**src/rtl/oven_pkg.sv**
```systemverilog
// Shared types for the oven cook controller: FSM encoding, BCD limits and
// the mm:ss time word held by the time register.
package oven_pkg;

    typedef enum logic [2:0] {
        IDLE  = 3'd0,
        COOK  = 3'd1,
        PAUSE = 3'd2,
        DONE  = 3'd3
    } oven_state_t;

    typedef enum logic [1:0] {
        OP_HOLD = 2'd0,
        OP_ZERO = 2'd1,
        OP_ADD  = 2'd2,
        OP_SUB  = 2'd3
    } bcd_op_t;

    localparam logic [3:0] ONES_MAX = 4'd9;
    localparam logic [2:0] TENS_MAX = 3'd5;

    typedef struct packed {
        logic [2:0] min_tens;
        logic [3:0] min_ones;
        logic [2:0] sec_tens;
        logic [3:0] sec_ones;
    } mmss_t;

    localparam mmss_t MMSS_ZERO = '{min_tens: 3'd0, min_ones: 4'd0, sec_tens: 3'd0, sec_ones: 4'd0};
    localparam mmss_t MMSS_ONE  = '{min_tens: 3'd0, min_ones: 4'd0, sec_tens: 3'd0, sec_ones: 4'd1};
    localparam mmss_t MMSS_MAX  = '{min_tens: TENS_MAX, min_ones: ONES_MAX,
                                    sec_tens: TENS_MAX, sec_ones: ONES_MAX};

endpackage

```
**src/rtl/oven_bcd_time.sv**
```systemverilog
// mm:ss BCD time register with load-zero, add-N and sub-N operations that
// saturate at 59:59 and 00:00 instead of wrapping.
module oven_bcd_time
    import oven_pkg::*;
(
    input  logic       clk,
    input  logic       rst,
    input  bcd_op_t    op,
    input  logic [3:0] amount,
    output mmss_t      cur,
    output logic       is_zero
);

    logic [4:0] add_so;
    logic       add_cs;
    logic [2:0] add_st;
    logic       add_ct;
    logic [3:0] add_mo;
    logic       add_cm;
    logic [2:0] add_mt;
    mmss_t      sum;

    logic       sub_bs;
    logic [3:0] sub_so;
    logic       sub_bt;
    logic [2:0] sub_st;
    logic       sub_bm;
    logic [3:0] sub_mo;
    logic       sub_bu;
    mmss_t      diff;

    // Ripple the carry digit by digit; a carry out of the minute tens means overflow.
    always_comb begin
        add_so = 5'(cur.sec_ones) + 5'(amount);
        add_cs = add_so > 5'(ONES_MAX);
        add_st = cur.sec_tens + 3'(add_cs);
        add_ct = add_st > TENS_MAX;
        add_mo = cur.min_ones + 4'(add_ct);
        add_cm = add_mo > ONES_MAX;
        add_mt = cur.min_tens + 3'(add_cm);
        sum.sec_ones = add_cs ? 4'(add_so - 5'd10) : add_so[3:0];
        sum.sec_tens = add_ct ? 3'd0 : add_st;
        sum.min_ones = add_cm ? 4'd0 : add_mo;
        sum.min_tens = add_mt;
        if (add_mt > TENS_MAX) begin
            sum = MMSS_MAX;
        end
    end

    always_comb begin
        sub_bs = cur.sec_ones < amount;
        sub_so = sub_bs ? 4'(5'(cur.sec_ones) + 5'd10 - 5'(amount)) : cur.sec_ones - amount;
        sub_bt = cur.sec_tens < 3'(sub_bs);
        sub_st = sub_bt ? TENS_MAX : cur.sec_tens - 3'(sub_bs);
        sub_bm = cur.min_ones < 4'(sub_bt);
        sub_mo = sub_bm ? ONES_MAX : cur.min_ones - 4'(sub_bt);
        sub_bu = cur.min_tens < 3'(sub_bm);
        diff.sec_ones = sub_so;
        diff.sec_tens = sub_st;
        diff.min_ones = sub_mo;
        diff.min_tens = cur.min_tens - 3'(sub_bm);
        if (sub_bu) begin
            diff = MMSS_ZERO;
        end
    end

    always_ff @(posedge clk or posedge rst) begin
        if (rst) begin
            cur <= MMSS_ZERO;
        end else begin
            case (op)
                OP_ZERO: cur <= MMSS_ZERO;
                OP_ADD:  cur <= sum;
                OP_SUB:  cur <= diff;
                default: cur <= cur;
            endcase
        end
    end

    assign is_zero = (cur == MMSS_ZERO);

endmodule

```
**src/rtl/oven_cook_ctrl.sv**
```systemverilog
// Oven cook-cycle controller: key/door synchronizers, set-key auto-repeat,
// the cook FSM with its one-second prescaler, heater gating and the beeper.
module oven_cook_ctrl
    import oven_pkg::*;
#(
    parameter int TICK_DIV   = 50000000,
    parameter int REPEAT_DIV = 10000000,
    parameter int STEP_SEC   = 5,
    parameter int BEEP_SEC   = 3
) (
    input  logic       clk,
    input  logic       rst,
    input  logic       key_up_n,
    input  logic       key_dn_n,
    input  logic       key_go_n,
    input  logic       key_stop_n,
    input  logic       door_open,
    output logic [3:0] sec_ones,
    output logic [2:0] sec_tens,
    output logic [3:0] min_ones,
    output logic [2:0] min_tens,
    output logic       heater_on,
    output logic       beep,
    output logic [2:0] state
);

    localparam int PRE_W  = (TICK_DIV > 1) ? $clog2(TICK_DIV) : 1;
    localparam int REP_W  = (REPEAT_DIV > 1) ? $clog2(REPEAT_DIV) : 1;
    localparam int BEEP_W = $clog2(BEEP_SEC) + 1;

    // Bit order {door, stop, go, dn, up}; all stages idle high (keys released).
    logic [4:0] sync1, sync2;
    logic [3:0] key_prev;

    always_ff @(posedge clk or posedge rst) begin
        if (rst) begin
            sync1    <= '1;
            sync2    <= '1;
            key_prev <= '1;
        end else begin
            sync1    <= {door_open, key_stop_n, key_go_n, key_dn_n, key_up_n};
            sync2    <= sync1;
            key_prev <= sync2[3:0];
        end
    end

    logic [3:0] press, held;
    logic       door_s;
    assign press  = key_prev & ~sync2[3:0];
    assign held   = ~sync2[3:0];
    assign door_s = sync2[4];

    logic up_press, dn_press, go_press, stop_press;
    assign up_press   = press[0];
    assign dn_press   = press[1];
    assign go_press   = press[2];
    assign stop_press = press[3];

    logic [REP_W-1:0] rep_cnt;
    logic             rep_tick, up_step, dn_step;

    assign rep_tick = (held[0] | held[1]) && !up_press && !dn_press
                      && (rep_cnt == REP_W'(REPEAT_DIV - 1));
    assign up_step  = up_press | (rep_tick & held[0]);
    assign dn_step  = dn_press | (rep_tick & held[1] & ~held[0]);

    always_ff @(posedge clk or posedge rst) begin
        if (rst) begin
            rep_cnt <= '0;
        end else if (!(held[0] | held[1]) || up_press || dn_press || rep_tick) begin
            rep_cnt <= '0;
        end else begin
            rep_cnt <= rep_cnt + 1'b1;
        end
    end

    oven_state_t       st, st_n;
    logic [PRE_W-1:0]  pre, pre_n;
    logic [BEEP_W-1:0] beep_cnt, beep_cnt_n;
    bcd_op_t           op;
    logic [3:0]        amount;
    mmss_t             cur;
    logic              is_zero, tick, last_sec;

    assign tick     = (pre == PRE_W'(TICK_DIV - 1));
    assign last_sec = (cur == MMSS_ONE);

    always_ff @(posedge clk or posedge rst) begin
        if (rst) begin
            st       <= IDLE;
            pre      <= '0;
            beep_cnt <= '0;
        end else begin
            st       <= st_n;
            pre      <= pre_n;
            beep_cnt <= beep_cnt_n;
        end
    end

    always_comb begin
        st_n       = st;
        pre_n      = pre;
        beep_cnt_n = beep_cnt;
        op         = OP_HOLD;
        amount     = 4'(STEP_SEC);
        case (st)
            IDLE: begin
                pre_n = '0;
                if (stop_press) begin
                    op = OP_ZERO;
                end else if (go_press) begin
                    if (!is_zero && !door_s) st_n = COOK;
                end else if (up_step) begin
                    op = OP_ADD;
                end else if (dn_step) begin
                    op = OP_SUB;
                end
            end
            COOK: begin
                // The final tick beats a coincident door-open or stop.
                if (tick && last_sec) begin
                    op         = OP_SUB;
                    amount     = 4'd1;
                    pre_n      = '0;
                    beep_cnt_n = '0;
                    st_n       = DONE;
                end else if (stop_press || door_s) begin
                    st_n = PAUSE;
                end else if (tick) begin
                    op     = OP_SUB;
                    amount = 4'd1;
                    pre_n  = '0;
                end else begin
                    pre_n = pre + 1'b1;
                end
            end
            PAUSE: begin
                if (stop_press) begin
                    op    = OP_ZERO;
                    pre_n = '0;
                    st_n  = IDLE;
                end else if (go_press && !door_s) begin
                    st_n = COOK;
                end
            end
            DONE: begin
                if (|press) begin
                    pre_n = '0;
                    st_n  = IDLE;
                end else if (tick) begin
                    pre_n = '0;
                    if (beep_cnt == BEEP_W'(BEEP_SEC - 1)) st_n = IDLE;
                    else beep_cnt_n = beep_cnt + 1'b1;
                end else begin
                    pre_n = pre + 1'b1;
                end
            end
            default: begin
                pre_n = '0;
                st_n  = IDLE;
            end
        endcase
    end

    oven_bcd_time u_time (
        .clk     (clk),
        .rst     (rst),
        .op      (op),
        .amount  (amount),
        .cur     (cur),
        .is_zero (is_zero)
    );

    assign sec_ones  = cur.sec_ones;
    assign sec_tens  = cur.sec_tens;
    assign min_ones  = cur.min_ones;
    assign min_tens  = cur.min_tens;
    assign heater_on = (st == COOK) && !door_s;
    assign beep      = (st == DONE);
    assign state     = st;

endmodule
```
**config.mk**
```make
export PLATFORM = sky130hd
export DESIGN_NAME = oven_cook_ctrl
export DESIGN_NICKNAME = d
export VERILOG_FILES = /design/src/rtl/oven_pkg.sv /design/src/rtl/oven_bcd_time.sv /design/src/rtl/oven_cook_ctrl.sv
export SDC_FILE = /design/constraint.sdc
export NUM_CORES = 1
export LEC_CHECK = 0
export BUFFER_PORTS_ARGS = -buffer_cell sky130_fd_sc_hd__buf_2
export CORE_UTILIZATION = 32
export CTS_CLUSTER_SIZE = 14
export DETAILED_ROUTE_END_ITERATION = 8
export HOLD_SLACK_MARGIN = 0.03
export PLACE_DENSITY = 0.44
export SYNTH_ARGS = -nofsm -noshare
export SYNTH_HDL_FRONTEND = slang
export SYNTH_HIERARCHICAL = 1
export SYNTH_SLANG_ARGS = --single-unit
```
**constraint.sdc**
```tcl
create_clock -name clk -period 12.9 [get_ports clk]
set_input_delay 2.58 -clock clk [delete_from_list [all_inputs] [get_ports clk]]
set_output_delay 2.58 -clock clk [all_outputs]
set_load 0.01 [all_outputs]
```
# After elaboration in Yosys (flattened, before gate mapping)
# Cells that the tools add are included.
# word_totals
output_inout_bits	19
register_bits	84
wordCells	134
in_bits	7
# op_classes
n_bitwise	9
n_eq_ne	23
n_addsub	14
n_lt_le_gt_ge	8
muxes	45
n_reduce_logical	24
# op_table
operator	n
$mux 26	5
$pmux 26 s3	1
$mux 3	20
$pmux 14 s3	1
$mux 14	2
$add 26x1->26 const B	1
$eq 26x26->1 const B	1
$add 24x1->24 const B	1
$eq 24x24->1 const B	1
$mux 24	1
$mux 4	4
$eq 14x1->1 const B	1
$logic_not 14->1	1
$mux 2	7
$ne 2x2->1 const B	7
$pmux 3 s4	1
$eq 3x2->1 const B	3
$ne 3x3->1 const B	3
$sub 4x3->4	2
$logic_and 1x1->1	7
$reduce_and 7->1	1
$add 3x1->3	2
$gt 3x3->1 const B	2
$lt 3x1->1	2
other kinds (32)	46

# Depth between registers and ports, before layout
# Gate-level depths: netlist of run 1.
# depth
word_depth	16
mapped_depth	29
depth_no_buf	27

# By module
# Netlist of run 1, hierarchy kept.
# by_module_without_submodules
module	area_per_inst_um2	instances	cells_each	seq_area_each_um2
oven_cook_ctrl	3499.6	1	366	1744.2
oven_bcd_time	1582.8	1	188	350.3

# Worst setup path before layout of run 1
# Ideal clock, no wire load.
# synth_path
path_kind	register to register
start	register pre[0]
end	register u_time/cur[1] (netlist name)
arrival_ns	4.981
path_buffers	2
required_ns	12.769
setup_time_ns	0.131
path_slack_ns	7.788
path_stages_with_launch	30
period_less_slack_ns	5.112
path_cell_list	dfrtp_1 > ha_1 > and3_1 > clkbuf_1 > nand2_1 > nor3_2 > nand3_1 > inv_1 > ha_1 > nor3b_2 > a211oi_2 > xnor2_2 > o21bai_1 > ha_1 > ha_1 > xnor2_1 > nor2b_1 > ha_1 > ha_1 > xor2_1 > nor2_1 > nor2_1 > ha_1 > ha_1 > xor2_1 > nand2_1 > and2_1 > clkbuf_1 > o2111ai_1 > nand3_1
# synth_between
elab_chain_len	15
elab_cells_between_ends	34
classes_between	add/sub: 7; order compare: 8; eq/ne: 4; mux: 13; reduce/logical: 2
# synth_rtl
element	line	source
start, declared	oven_cook_ctrl.sv:78	logic [PRE_W-1:0] pre, pre_n;
start signal, assigned	oven_cook_ctrl.sv:95	pre <= pre_n;
$eq 26x26->1 (*)	oven_cook_ctrl.sv:85	assign tick = (pre == PRE_W'(TICK_DIV - 1));
$mux 3	oven_cook_ctrl.sv:129	end else if (tick) begin
$mux 3	oven_cook_ctrl.sv:127	end else if (stop_press || door_s) begin
$mux 3 (*)	oven_cook_ctrl.sv:121	if (tick && last_sec) begin
$mux 3 (*)	oven_cook_ctrl.sv:106	case (st)
named net amount[2]	oven_cook_ctrl.sv:81	logic [3:0] amount;
$add 4x3->5	oven_bcd_time.sv:34	add_so = 5'(cur.sec_ones) + 5'(amount);
$gt 5x4->1	oven_bcd_time.sv:35	add_cs = add_so > 5'(ONES_MAX);
$add 3x1->3	oven_bcd_time.sv:36	add_st = cur.sec_tens + 3'(add_cs);
$gt 3x3->1	oven_bcd_time.sv:37	add_ct = add_st > TENS_MAX;
$add 4x1->4	oven_bcd_time.sv:38	add_mo = cur.min_ones + 4'(add_ct);
$gt 4x4->1	oven_bcd_time.sv:39	add_cm = add_mo > ONES_MAX;
$add 3x1->3	oven_bcd_time.sv:40	add_mt = cur.min_tens + 3'(add_cm);
$gt 3x3->1	oven_bcd_time.sv:45	if (add_mt > TENS_MAX) begin
$mux 14	oven_bcd_time.sv:45	
$pmux 14 s3 (*)	oven_bcd_time.sv:71	case (op)
# Mark *: on every way through the listed nets, which the timed path passes. The rest lies on a longest branch.
# A chain may end at the register's enable or synchronous reset.

# Worst setup path after layout of run 1
# layout_path
start	register pre[0]
end	register u_time/cur[0] (netlist name)
# layout_between
elab_chain_len	15
elab_cells_between_ends	34
classes_between	add/sub: 7; order compare: 8; eq/ne: 4; mux: 13; reduce/logical: 2
# layout_rtl
element	line
$eq 26x26->1 (*)	oven_cook_ctrl.sv:85
$mux 3	oven_cook_ctrl.sv:129
$mux 3	oven_cook_ctrl.sv:127
$mux 3 (*)	oven_cook_ctrl.sv:121
$mux 3 (*)	oven_cook_ctrl.sv:106
named net amount[2]	oven_cook_ctrl.sv:81
$add 4x3->5	oven_bcd_time.sv:34
$gt 5x4->1	oven_bcd_time.sv:35
$add 3x1->3	oven_bcd_time.sv:36
$gt 3x3->1	oven_bcd_time.sv:37
$add 4x1->4	oven_bcd_time.sv:38
$gt 4x4->1	oven_bcd_time.sv:39
$add 3x1->3	oven_bcd_time.sv:40
$gt 3x3->1	oven_bcd_time.sv:45
$mux 14	oven_bcd_time.sv:45
$pmux 14 s3 (*)	oven_bcd_time.sv:71
# Marks and branches as above.

==> flow_summary.ini, run 1 <==
[cells_and_area]
area_growth_pct = 13.42
final_cell_mix = 69 x dfrtp_1, 68 x nor2_1, 41 x nand2_1, 30 x nand3_1
final_common_cell = dfrtp_1
final_nets = 619
num_antenna_cells = 0
drive_above_1_share_pct = 12.29
instances_no_fill = 797

[logic_synthesis]
ys.flop_type = dfrtp_1
yosysSeqAreaShare_pct = 41.21
yosys_warnings = 6
synth_top_family_by_area = simple AND/OR/NAND/NOR gates
synth_xor_area_share_pct = 7.213
ys_async_sr_fraction_pct = 100.0
synth_cells = 554
synth_compound_area_share_pct = 13.07
synthSimpleGateAreaFrac_pct = 25.14
ys_types = 71
synth.area.mux_share_pct = 1.231
synthAdderAreaFrac_pct = 8.223
syn_area_per_cell_sq_um = 9.174
ys_seq_elements = 83
synth_edf_count = 0
syn-cell-area_sq_mm = 0.005082

[worst_setup_path]
crit_path_start_kind = flop
path_class = reg -> reg
path_max_fanout = 10
cp_data_required_time_ps = 13130
endpoint_kind = flop
worstPathArrival_ps = 6140

[floorplan]
rows = 45
core_area_sq_mm = 0.01537
die_w_um = 128.0
dieHeight_um = 128.0
start_util_pct = 33.06
die_area_sq_mm = 0.01639
num_io_pins = 26

[global_route]
grt_usage_pct = 15.64
grt_pass1_wl_um = 19910
overflow = 0
grt_pass1_vias = 3856
antenna_found_initial = 0
grt_start_max_net_pins = 70

[clock_network]
clockBufferDepth = 2
cts_made_buffers = 9
cts_setup_buffers = 0
clkLatencyLatePin_ps = 340
cts_tree = done
cts_sinks = 83
clockRootBuffer = clkbuf_16
clkTransAtPathRegs_ps = 60
cts.htree.levels = 3
cts-resized-gates = 0
cts_hold_buf = 0

[timing]
hold_viol_final = 0
finalCriticalPeriod_ps = 5912
fin_crit_sh_pct = 45.83
rsz0062_at_grt = no
skew_ps = 6.460
finalSetupViolCount = 0
relSlewSlack_pct = 38.40
finalSetupTns_ps = 0
max_freq_mhz = 169.2
worstMarginPinSlew_ps = 914.4
drv_slew = 0
whs_ps = 357.7

[power]
clkPwrFrac_pct = 27.6
p_int_uw = 624.8
vdd_ir_drop_max_v = 0.00006754
power.leakage_uw = 0.002502
power_density_mw_per_mm2 = 178.5
switching_share_pct = 39.28
power_switching_uw = 404.2
p_seq_share_pct = 32.8
p_comb_share_pct = 39.6

[route]
firstDrtPassIters = 4
vias = 4088
vias_per_cell = 5.129
ant_nets = 0
drc = 0
wirelength_um = 12090
wl_per_cell_um = 15.17
drt_iter0_drc = 200

[placed_design]
gp_congestion = 0.8036
place_inst = 781
post-dp-hpwl_um = 8703
place.port_buffers = 24

[job]
cap_viol_max_count = 0

[run_status]
status = finished clean

[min_path]
min_path_type = reg -> reg
per-layer routing:
metal	up-vias	GRT usage [%]	wire (um)
met3	7	3.255	421
li1	2019	-	-
met1	1986	23.22	6347
met2	76	22.67	5203
met5	-	0	0
met4	0	4.498	119
synthesized netlist by cell type, types with 3 or more instances:
library cell / number / area [sq um]
clkbuf_1: 14 / 52.55
xnor2_1: 11 / 96.34
o211ai_1: 6 / 45.04
xor2_1: 29 / 254.0
or4_1: 10 / 75.07
and2_1: 3 / 18.77
o2111ai_1: 3 / 26.28
ha_1: 27 / 337.8
o21ai_0: 29 / 145.1
nor4_1: 8 / 50.05
a21oi_1: 17 / 85.08
inv_1: 30 / 112.6
buf_2: 3 / 15.01
mux2i_1: 4 / 40.04
a211oi_1: 3 / 22.52
or3_1: 5 / 31.28
nor2b_1: 12 / 75.07
dfstp_2: 14 / 367.9
nor2_1: 68 / 255.2
fa_1: 4 / 80.08
and3_1: 9 / 56.30
o21ai_1: 6 / 30.03
nor3_1: 9 / 45.04
and4_1: 7 / 61.31
nand3_1: 30 / 150.1
or2_2: 3 / 18.77
dfrtp_1: 69 / 1727
o31ai_1: 5 / 37.54
nand4_1: 16 / 100.1
a211o_1: 3 / 26.28
nand2_1: 41 / 153.9
nand2b_1: 6 / 37.54
stage by stage:
stage	util, %	power, uW	cell area [sq um]	worst slack (ps)
after detailed placement	35.37	746.3	5436	7061
after global routing	37.50	1106	5764	6521
after floorplan	-	625.9	5112	7788
after global placement	35.37	749.0	5436	7275
after CTS	37.50	1040	5764	7039
final	37.50	1029	5764	6988
worst paths after layout:
check | end | depth (start not counted) | slack [ps] | start
max in group asynchronous | rep_cnt[3] | 3 | 9810 | rst
worst min register to register | sync2[1] | 0 | 360 | sync1[1]
worst max register to register | u_time/cur[0] | 27 | 6990 | pre[0]
worst max-delay path | u_time/cur[0] | 27 | 6990 | pre[0]
worst min-delay path | sync2[1] | 0 | 360 | sync1[1]
min in group asynchronous | u_time/cur[5] | 2 | 2330 | rst
power by group through the flow:
stage	registers, uW	logic (uW)	clock network [uW]
6_report	338	408	284
3_5_place_dp	343	404	0
3_3_place_gp	342	407	0
5_1_grt	344	457	305
4_1_cts	338	407	295
2_1_floorplan	330	296	0
registers in the layout, indices dropped and copies added, names as in the netlist:
| register | count |
|---|---|
| sync1 | 5 |
| sync2 | 5 |
| key_prev | 4 |
| beep_cnt | 3 |
| state | 2 |
| pre | 26 |
| rep_cnt | 24 |
| u_time/cur | 14 |
logic make-up (layout without fill, tap and decap cells):
| group | count (synthesis) | after routing |
|---|---|---|
| fa+ha+maj | 31 | 31 |
| other cells | 2 | 10 |
| xor+xnor | 41 | 41 |
| simple gates | 242 | 242 |
| buf+inv | 49 | 73 |
| mux | 6 | 6 |
| compound gates | 100 | 100 |
| flops | 83 | 83 |
layout make-up:
type                            instances  area, sq um
Clock buffer                           11        242.7
Clock inverter                          5        85.08
Fill cell                            1572         9607
Inverter                               31        116.4
Multi-Input combinational cell        430         2826
Sequential cell                        83         2095
Tap cell                              211        264.0
Timing Repair Buffer                   26        135.1
critical path, stage by stage (launching register included):
cell	delay (ps)
dfrtp_1	400
ha_1	210
and3_1	290
nand2_1	170
nor3_2	500
nand3_1	310
inv_1	120
ha_1	350
nor3b_2	250
a211oi_2	70
xnor2_2	200
o21bai_1	120
ha_1	190
ha_1	200
xnor2_1	240
nor2b_1	120
ha_1	210
ha_1	190
xor2_1	150
nor2_1	140
nor2_1	80
ha_1	200
ha_1	210
xor2_1	170
and2_1	210
nand2_1	200
a21oi_1	90
or2_1	210
(Power assumes the default switching activity.)
==> run 2, diff against run 1 <==
- ABC_AREA: not set -> 1
- PLACE_DENSITY: 0.44 -> 0.46
- clock period: 12.9 -> 4.9 ns (I/O delays scaled with it)
==> run 2 against run 1 <==
Net effect: the run now ends with DRC left; die area is 17% higher; synthesized area is 18% higher; sequential cell count stayed put; routed wire length is 35% higher; sequential share of layout area is 6.5 points lower; design area is 22% higher; setup slack worse by 6600 ps; maximum frequency is 30% higher; highest routed layer unchanged.
==> flow_summary.ini, run 2 <==
[run_status]
status = finished, violations left
violations = DRC

[worst_setup_path]
path_class = reg -> reg
crit_path_top_delay_cell = dfrtp_1
worstPathArrival_ps = 4770
critPathLaunch = pre[0]
reg2reg_slack_ps = 370
cp_data_required_time_ps = 5130
max_stage_delay_ps = 400
path_max_fanout = 5
r2r-end = u_time/cur[7]
reg2reg_depth = 37
rr_startpoint = pre[0]
crit_path_start_kind = flop
endpoint_kind = flop

[logic_synthesis]
yosysSeqAreaShare_pct = 35.04
ys_async_sr_fraction_pct = 100.0
synth_edf_count = 0
ys_types = 51
ys_seq_elements = 83
syn_area_per_cell_sq_um = 7.246
yosys_warnings = 6
synth_cells = 825
synth_top_area_share_pct = 28.88
syn-cell-area_sq_mm = 0.005978
synthMostInstantiatedCell = nand2_1
ys.flop_type = dfrtp_1
synth.top_cells.by_count = 211 x nand2_1, 112 x inv_1, 107 x nor2_1
synth_area_leaders = dfrtp_1 29%, nand2_1 13%, inv_1 7.0%
yosysTopAreaCell = dfrtp_1

[clock_network]
clkTransAtPathRegs_ps = 70
clockBufferDepth = 2
cts_tree = done
clockRootBuffer = clkbuf_16
clkLatencyLatePin_ps = 350
cts_sinks = 83
cts_hold_buf = 0
cts.htree.levels = 3
cts_made_buffers = 9

[min_path]
hold_depth = 0
hold_path_end = sync2[2]
hold_path.startpoint = sync1[2]
min_path_type = reg -> reg

[route]
vias = 5438
wl_per_cell_um = 14.33
drc = 6
wirelength_um = 16270
drt_iter0_drc = 277
vias_per_cell = 4.791
ant_nets = 0
firstDrtPassIters = 7

[floorplan]
die_area_sq_mm = 0.01923
num_io_pins = 26
start_util_pct = 32.94
die_w_um = 138.7
dieHeight_um = 138.7
rows = 49
core_area_sq_mm = 0.01815

[timing]
finalSetupViolCount = 0
skew_ps = 8.926
fin_crit_sh_pct = 92.51
finalSetupTns_ps = 0
worstMarginPinSlew_ps = 1017
hold_viol_final = 0
max_freq_mhz = 220.6
drv_slew = 0
relSlewSlack_pct = 32.21
finalCriticalPeriod_ps = 4533

[global_route]
grt_start_max_net_pins = 46
grt_pass1_vias = 5370
overflow = 0
antenna_found_initial = 0
grt_usage_pct = 18.12
grt_pass1_wl_um = 27700

[cells_and_area]
area_growth_pct = 17.52
final_nets = 939
final_common_cell = nand2_1
instances_no_fill = 1135
drive_above_1_share_pct = 18.76
regMostFlops = pre
largest_registers = pre x26, rep_cnt x24, u_time/cur x14
num_antenna_cells = 0
final_cell_mix = 209 x nand2_1, 106 x inv_1, 105 x nor2_1, 69 x dfrtp_1, 62 x nand3_1
largest_reg_flops = 26

[placed_design]
place_inst = 1113
post-dp-hpwl_um = 12390
place.port_buffers = 24
gp_congestion = 0.8633

[power]
power_density_mw_per_mm2 = 426.2
power.leakage_uw = 0.003349
vdd_ir_drop_max_v = 0.0001972

[job]
cap_viol_max_count = 0
## run 2: logic make-up after synthesis
family / share of synthesized area [%]
AO/OA/AOI/OAI: 10.05
XOR/XNOR: 3.809
adder cells (fa/ha/maj): 6.990
buffers and inverters: 9.627
flip-flops: 35.04
other: 0.1256
AND/OR/NAND/NOR: 34.37
## run 2: timing repair
| item | in CTS | in global routing |
|---|---|---|
| hold endpoints to repair | 0 | 0 |
| pin swaps | 0 | 3 |
| gates cloned | 0 | 0 |
| buffers inserted | 0 | 6 |
| gates resized for setup | 1 | 21 |
| endpoints found under the setup margin | 2 | 14 |
## run 2: worst max-delay path, delay by kind of cell (launching register included)
kind / cells / cell delay (ps)
compound gates: 3 / 380
xor+xnor: 2 / 360
fa+ha+maj: 8 / 1650
buf+inv: 9 / 620
flops: 1 / 400
simple gates: 15 / 1020
## run 2: report_power, final
part           internal [uW]  switching [uW]
combinational            546             984
clock                    346             306
sequential               765            47.5
## run 2: final cells by class
class                      instances  area (sq um)
clock buffer                       9         225.2
fill                            1936         11120
tap                              229         286.5
multi-input combinational        612          3413
inverter                         121         459.2
clock inverter                     7         51.30
sequential                        83          2095
timing repair buffer              74         495.5
## run 2: worst max-delay path by stage
stage	slack (ps)	depth (start not counted)	to
floorplan	290	36	u_time/cur[0]
global placement	70	36	u_time/cur[5]
detailed placement	20	36	u_time/cur[5]
CTS	30	36	u_time/cur[5]
global route	-0.2	37	u_time/cur[7]
finish	370	37	u_time/cur[7]
## run 2: metal layers
metal	up-vias	GRT usage, %	wire [um]
met2	92	28.64	7354
met1	2528	25.72	8165
met3	12	2.866	576
met4	0	4.678	167
met5	-	0	0
li1	2806	-	-
## run 2: through the flow
| stage | hold slack, ps | instance area [sq um] | total power (uW) | worst slack (ps) | utilization (%) |
|---|---|---|---|---|---|
| 3_5_place_dp | 347.9 | 6629 | 2319 | 18.05 | 36.53 |
| 4_1_cts | 357.4 | 6905 | 2994 | 29.19 | 38.05 |
| 6_report | 357.2 | 7025 | 2994 | 367.1 | 38.71 |
| 3_3_place_gp | 346.0 | 6629 | 2337 | 74.44 | 36.53 |
| 5_1_grt | 359.5 | 7025 | 3272 | -0.2354 | 38.71 |
| 2_1_floorplan | 345.2 | 6008 | 1874 | 292.5 | - |
